`src/rtl/exu_wbck_arb.sv`:
```
// EXU write-back arbiter: shares the regfile write port between the ALU and the long pipe,
// with long-pipe priority, ALU starvation relief and a one-entry registered output stage.
`ifndef XLEN
`define XLEN 32
`endif
`ifndef RFIDX_WIDTH
`define RFIDX_WIDTH 5
`endif

module exu_wbck_arb #(
  parameter int XLEN        = `XLEN,
  parameter int RFIDX_WIDTH = `RFIDX_WIDTH,
  parameter int STARVE_MAX  = 3
) (
  input  logic                   clk,
  input  logic                   rst,
  input  logic                   alu_wbck_i_valid,
  output logic                   alu_wbck_i_ready,
  input  logic [XLEN-1:0]        alu_wbck_i_wdat,
  input  logic [RFIDX_WIDTH-1:0] alu_wbck_i_rdidx,
  input  logic                   longp_wbck_i_valid,
  output logic                   longp_wbck_i_ready,
  input  logic [XLEN-1:0]        longp_wbck_i_wdat,
  input  logic [RFIDX_WIDTH-1:0] longp_wbck_i_rdidx,
  output logic                   rf_wbck_o_ena,
  input  logic                   rf_wbck_o_ready,
  output logic [XLEN-1:0]        rf_wbck_o_wdat,
  output logic [RFIDX_WIDTH-1:0] rf_wbck_o_rdidx
);

  localparam int CW = (STARVE_MAX < 1) ? 1 : $clog2(STARVE_MAX + 1);

  logic                   out_valid;
  logic [XLEN-1:0]        out_wdat;
  logic [RFIDX_WIDTH-1:0] out_rdidx;
  logic [CW-1:0]          starve_cnt;

  logic                   load_ok;
  logic                   starve_hit;
  logic                   alu_grant;
  logic                   alu_hsk;
  logic                   longp_hsk;
  logic                   load;
  logic [XLEN-1:0]        sel_wdat;
  logic [RFIDX_WIDTH-1:0] sel_rdidx;

  assign load_ok    = ~out_valid | rf_wbck_o_ready;
  assign starve_hit = (starve_cnt == CW'(STARVE_MAX));
  assign alu_grant  = alu_wbck_i_valid & (~longp_wbck_i_valid | starve_hit);

  assign alu_wbck_i_ready   = load_ok & (~longp_wbck_i_valid | starve_hit);
  assign longp_wbck_i_ready = load_ok & ~(alu_wbck_i_valid & starve_hit);

  // The two handshakes are mutually exclusive by construction of the readies.
  assign alu_hsk   = alu_wbck_i_valid & alu_wbck_i_ready;
  assign longp_hsk = longp_wbck_i_valid & longp_wbck_i_ready;

  assign sel_wdat  = alu_hsk ? alu_wbck_i_wdat  : longp_wbck_i_wdat;
  assign sel_rdidx = alu_hsk ? alu_wbck_i_rdidx : longp_wbck_i_rdidx;

  // Writes to x0 are accepted but never reach the output stage.
  assign load = (alu_hsk | longp_hsk) & (sel_rdidx != '0);

  always_ff @(posedge clk or posedge rst) begin
    if (rst) begin
      out_valid <= 1'b0;
      out_wdat  <= '0;
      out_rdidx <= '0;
    end else if (load) begin
      out_valid <= 1'b1;
      out_wdat  <= sel_wdat;
      out_rdidx <= sel_rdidx;
    end else if (rf_wbck_o_ready) begin
      out_valid <= 1'b0;
    end
  end

  // Regfile back-pressure freezes the counter so only arbitration losses count.
  always_ff @(posedge clk or posedge rst) begin
    if (rst) begin
      starve_cnt <= '0;
    end else if (~alu_wbck_i_valid) begin
      starve_cnt <= '0;
    end else if (load_ok) begin
      if (alu_grant)
        starve_cnt <= '0;
      else if (~starve_hit)
        starve_cnt <= starve_cnt + CW'(1);
    end
  end

  assign rf_wbck_o_ena   = out_valid;
  assign rf_wbck_o_wdat  = out_wdat;
  assign rf_wbck_o_rdidx = out_rdidx;

endmodule

```
`config.mk`:
```
export PLATFORM = sky130hd
export DESIGN_NAME = exu_wbck_arb
export DESIGN_NICKNAME = d
export VERILOG_FILES = /design/src/rtl/exu_wbck_arb.sv
export SDC_FILE = /design/constraint.sdc
export NUM_CORES = 1
export LEC_CHECK = 0
export BUFFER_PORTS_ARGS = -buffer_cell sky130_fd_sc_hd__buf_2
export CELL_PAD_IN_SITES_DETAIL_PLACEMENT = 1
export CELL_PAD_IN_SITES_GLOBAL_PLACEMENT = 2
export CORE_MARGIN = 4
export CORE_UTILIZATION = 25
export DETAILED_ROUTE_END_ITERATION = 12
export GPL_TIMING_DRIVEN = 0
export PLACE_DENSITY = 0.89
export REMOVE_ABC_BUFFERS = 1
export SYNTH_ARGS = -nofsm -noshare
export SYNTH_HDL_FRONTEND = slang
export SYNTH_SLANG_ARGS = --single-unit
```
`constraint.sdc`:
```
create_clock -name clk -period 2.9 [get_ports clk]
set_input_delay 0.725 -clock clk [delete_from_list [all_inputs] [get_ports clk]]
set_output_delay 0.725 -clock clk [all_outputs]
set_load 0.01 [all_outputs]
```
# Word level (Yosys, flattened, before mapping)
# Cells that the tools add are included.
# totals
reg_bits	40
latchBits	0
ramBits	0
rom_bits	0
in_bits	79
output_inout_bits	40
wordCells	32
memories	0
# classes
n_addsub	1
mul	0
n_div	0
order_cmp	0
n_eq_ne	3
shifts	0
muxes	8
n_bitwise	13
reduce_logical	3
# ops
operator	count
$mux W32	1
$mux W2	4
$and A1 B1 Y1	7
$mux W5	1
$reduce_bool A5 Y1	1
$ne A3 B2 Y1 const B	1
$not A1 Y1	3
$or A1 B1 Y1	3
$add A2 B1 Y2 const B	1
$eq A2 B2 Y1 const B	1
$mux W1	2
$ne A2 B1 Y1 const B	1
$reduce_and A2 Y1	1
$reduce_bool A2 Y1	1

# Longest topological paths before layout
# depth
depth_word	8
depth_mapped	7

# Least setup slack after synthesis
# No wires, ideal clock.
# synth_timing
path_kind	input -> register
from	input longp_wbck_i_rdidx[0]
to	register out_wdat[12], in the netlist rf_wbck_o_wdat[12]
setup_ns	0.123
arrival_time_ns	2.012
t_required_ns	2.777
slack_ns	0.765
stages	6
cell_sequence	or4_4 -> a311oi_2 -> a311o_1 -> buf_6 -> buf_6 -> a21oi_1
# synth_via
elab_chain_len	3
# synth_lines
item	line	text
from (decl)	24	input logic [RFIDX_WIDTH-1:0] longp_wbck_i_rdidx,
$mux W5	59	assign sel_rdidx = alu_hsk ? alu_wbck_i_rdidx : longp_wbck_i_rdidx;
$reduce_bool A5 Y1	62	assign load = (alu_hsk | longp_hsk) & (sel_rdidx != '0);
$and A1 B1 Y1	62	
to (signal assigned)	71	out_wdat <= sel_wdat;
to (decl)	34	logic [XLEN-1:0] out_wdat;
# No other way between the ends.
# A chain may end at the register's enable or synchronous reset.

# Worst setup path after layout
# layout_timing
from	input longp_wbck_i_rdidx[0]
to	register out_wdat[22], in the netlist rf_wbck_o_wdat[22]
# The elaborated chain is that of the path after synthesis.

==> flow_summary_export.csv <==
group,metric,value,unit
outcome,status,"completed",
setup_path,worstPathMaxFanout,36,
finish,post-route-util,36.0,%
setup_path,critPathBufInv,1,
detailed_routing,drc_errors,0,
grt,grt_pass1_wl,9300,µm
finish,finalNetCount,387,
floorplan,num_io_pins,119,
synth,muxShareOfSynthArea,1.05,%
floorplan,rows,31,
placed_design,dp_cells,399,
synth,synth_warnings,0,
synth,synth-xor-area-share,0,%
detailed_routing,vias,1860,
timing,timing.final.crit_share,84.8,%
clock_tree,insertion_delay,0.29,ns
pwr,ir_drop,0.000188,V
placed_design,dp.final_hpwl,4310,µm
setup_path,crit_path_start_kind,"primary input",
setup_path,worstSetupPathType,"primary input to flop",
detailed_routing,viasPerCell,4.57,
finish,area_delta_synth_final,38.3,%
timing,min_period,2.46,ns
detailed_routing,routedWlPerCell,14.1,µm
finish,fin_cells,407,
timing,max_slew_margin,34.9,%
finish,layout.area.seq,0.00100,mm²
clock_tree,root_buffer,"clkbuf_8",
clock_tree,clock_sinks,40,
timing,clock_skew,0.00843,ns
grt,grt_usage,13.1,%
synth,synthCells,193,
setup_path,rrSetupSlack,0.59,ns
min_path,min_path_type,"primary input to asynchronous set/reset pin",
setup_path,crit_family,"compound AO/OA/AOI/OAI gates",
synth,synth_fa_ha_area_share,0.656,%
setup_path,end_kind,"flop",
synth,seq_area_frac_synth,52.5,%
clock_tree,hold_buffers,0,
synth,synth_compound_area_share,27.0,%
detailed_routing,first_pass_iters,4,
clock_tree,clk_pin_slew_worst_paths,0.08,ns
grt,antenna_found_initial,0,
clock_tree,cts.repair.resized,0,
clock_tree,cts_max_level,2,
grt,grt_max_degree,39,
clock_tree,cts_tree,"built",
setup_path,path_cells,"buf_2 > or4_4 > a311oi_2 > a311o_2 > a21oi_1",
synth,synth_cell_type_count,25,
synth,ys_ff_latch,40,
synth,mappedNetlistArea,0.00191,mm²
placed_design,port_buffers,118,
floorplan,floorplan.die_area,0.00909,mm²
placed_design,dpl_cell_area,0.00254,mm²
clock_tree,clockBufferDepth,2,
floorplan,die-width,95.3,µm
grt,grt_overflow_total,0,
grt,grt_pass1_vias,1968,
finish,n_antenna_cell,0,
finish,fin_area,0.00264,mm²
clock_tree,cts_setup_buffers,0,
timing,clock.fmax,0.407,GHz
timing,worstMarginPinSlew,0.977,ns
detailed_routing,drtIter0Drc,15,
timing,drv_slew,0,
pwr,p_per_area,560,mW/mm²
timing,setup_tns,0,ns
setup_path,slowest_delay,0.70,ns
finish,n_fill_cell,910,
timing,hold_viol_final,0,
floorplan,die_height,95.3,µm
job,maxCapViolCount,0,
synth,synth_simple_gate_area_share,4.99,%
clock_tree,cts_buffers,5,
finish,multi_input_area,666,µm²
setup_path,cp_slowest_cell,"a311o_2",
pwr,leakagePower,0.00138,µW
floorplan,start_util,26.0,%
synth,syn_avg_cell_area,9.88,µm²
pwr,totalPowerFinal,1480,µW
synth,synth_top_family_by_area,"compound AO/OA/AOI/OAI gates",
detailed_routing,routed_wl,5750,µm
detailed_routing,ant_nets,0,
timing,rsz0062_at_grt,"false",
finish,layout-drive-gt1-share,44.5,%
timing,finalSetupViolations,0,
setup_path,arrival,2.60,ns
placed_design,routabilityCongestion,0.749,
setup_path,worstPathRequired,3.04,ns
floorplan,fp.coreArea,0.00733,mm²
==> through the flow <==
stage	worst slack (ns)	hold WS [ns]
finish	0.440	0.288
global route	0.309	0.284
CTS	0.410	0.281
detailed placement	0.0933	0.501
global placement	-0.496	0.491
floorplan	0.244	0.500
==> synthesized netlist by cell type <==
master      n  area (µm²)
o31ai_1     1        7.51
o22ai_1    35         219
a311oi_2    1        15.0
inv_1      38         143
a311o_1     1        10.0
nor3_1      1        5.00
o221ai_1    1        8.76
nand2_1     4        15.0
o2111ai_2   2        30.0
nor4_1      1        6.26
o21ai_0     2        10.0
buf_6      10         113
nand2b_1    2        12.5
clkbuf_1    1        3.75
a31oi_1     2        12.5
nor2b_1     2        12.5
ha_1        1        12.5
buf_2       1        5.00
nand3_1     2        10.0
or4_4       2        22.5
a21oi_1    35         175
a21oi_2     3        26.3
dfrtp_1    40        1000
mux2i_1     2        20.0
nor2_1      3        11.3
==> worst reg2reg max path: stages, from the launching register on <==
cell and delay [ns]:
dfrtp_1 0.40, ha_1 0.24, nand2b_1 0.28, a311oi_2 0.35, a311o_2 0.70, a21oi_1 0.19
==> registers in the layout, summed over array words and instances (netlist names) <==
register and flops:
rf_wbck_o_rdidx 5, starve_cnt 2, rf_wbck_o_ena 1, rf_wbck_o_wdat 32
==> final timing paths <==
| path | startpoint | depth (start not counted) | to |
|---|---|---|---|
| worst max-delay path | longp_wbck_i_rdidx[0] | 5 | rf_wbck_o_wdat[22] |
| worst min-delay path | rst | 2 | rf_wbck_o_wdat[1] |
| worst max register to register | starve_cnt[0] | 5 | rf_wbck_o_wdat[22] |
| worst min register to register | rf_wbck_o_wdat[3] | 2 | rf_wbck_o_wdat[3] |
| max in group asynchronous | rst | 3 | rf_wbck_o_rdidx[2] |
| min in group clk | rf_wbck_o_wdat[3] | 2 | rf_wbck_o_wdat[3] |
==> per-layer routing <==
| layer | track usage [%] | vias to the layer above | part of all wire, % |
|---|---|---|---|
| li1 | - | 900 | - |
| met1 | 16.0 | 882 | 41 |
| met2 | 21.9 | 73 | 49 |
| met3 | 4.74 | 5 | 9.2 |
| met4 | 3.49 | 0 | 1.1 |
| met5 | 0 | - | 0 |
==> placed cells by master, fill, tap and decap left out, types with 3 or more instances in the layout <==
master,instances
nand2_1,4
nor2_1,3
clkbuf_8,6
a21oi_1,35
dfrtp_1,40
a21oi_2,3
buf_2,118
o22ai_1,35
inv_1,37
==> cell type report <==
type | instances | area share, %
clock inverters | 2 | 0.380
inverters | 38 | 5.41
clock buffers | 6 | 3.13
well taps | 99 | 4.70
flip-flops and latches | 40 | 38.0
repair buffers | 119 | 23.2
multi-input cells | 103 | 25.2
==> report_power, final <==
part	switching [µW]	internal, µW	leakage, µW
logic	233	171	0.000882
clock network	190	190	0.0000510
registers	44.6	646	0.000447
total	468	1010	0.00138
==> cells by family (layout without fill, tap and decap cells) <==
family          after synthesis  in the layout
compound gates               83             83
buf+inv                      50            165
flops                        40             40
simple gates                 17             17
mux                           2              2
fa+ha+maj                     1              1
Power figures use the tool's default switching activity.
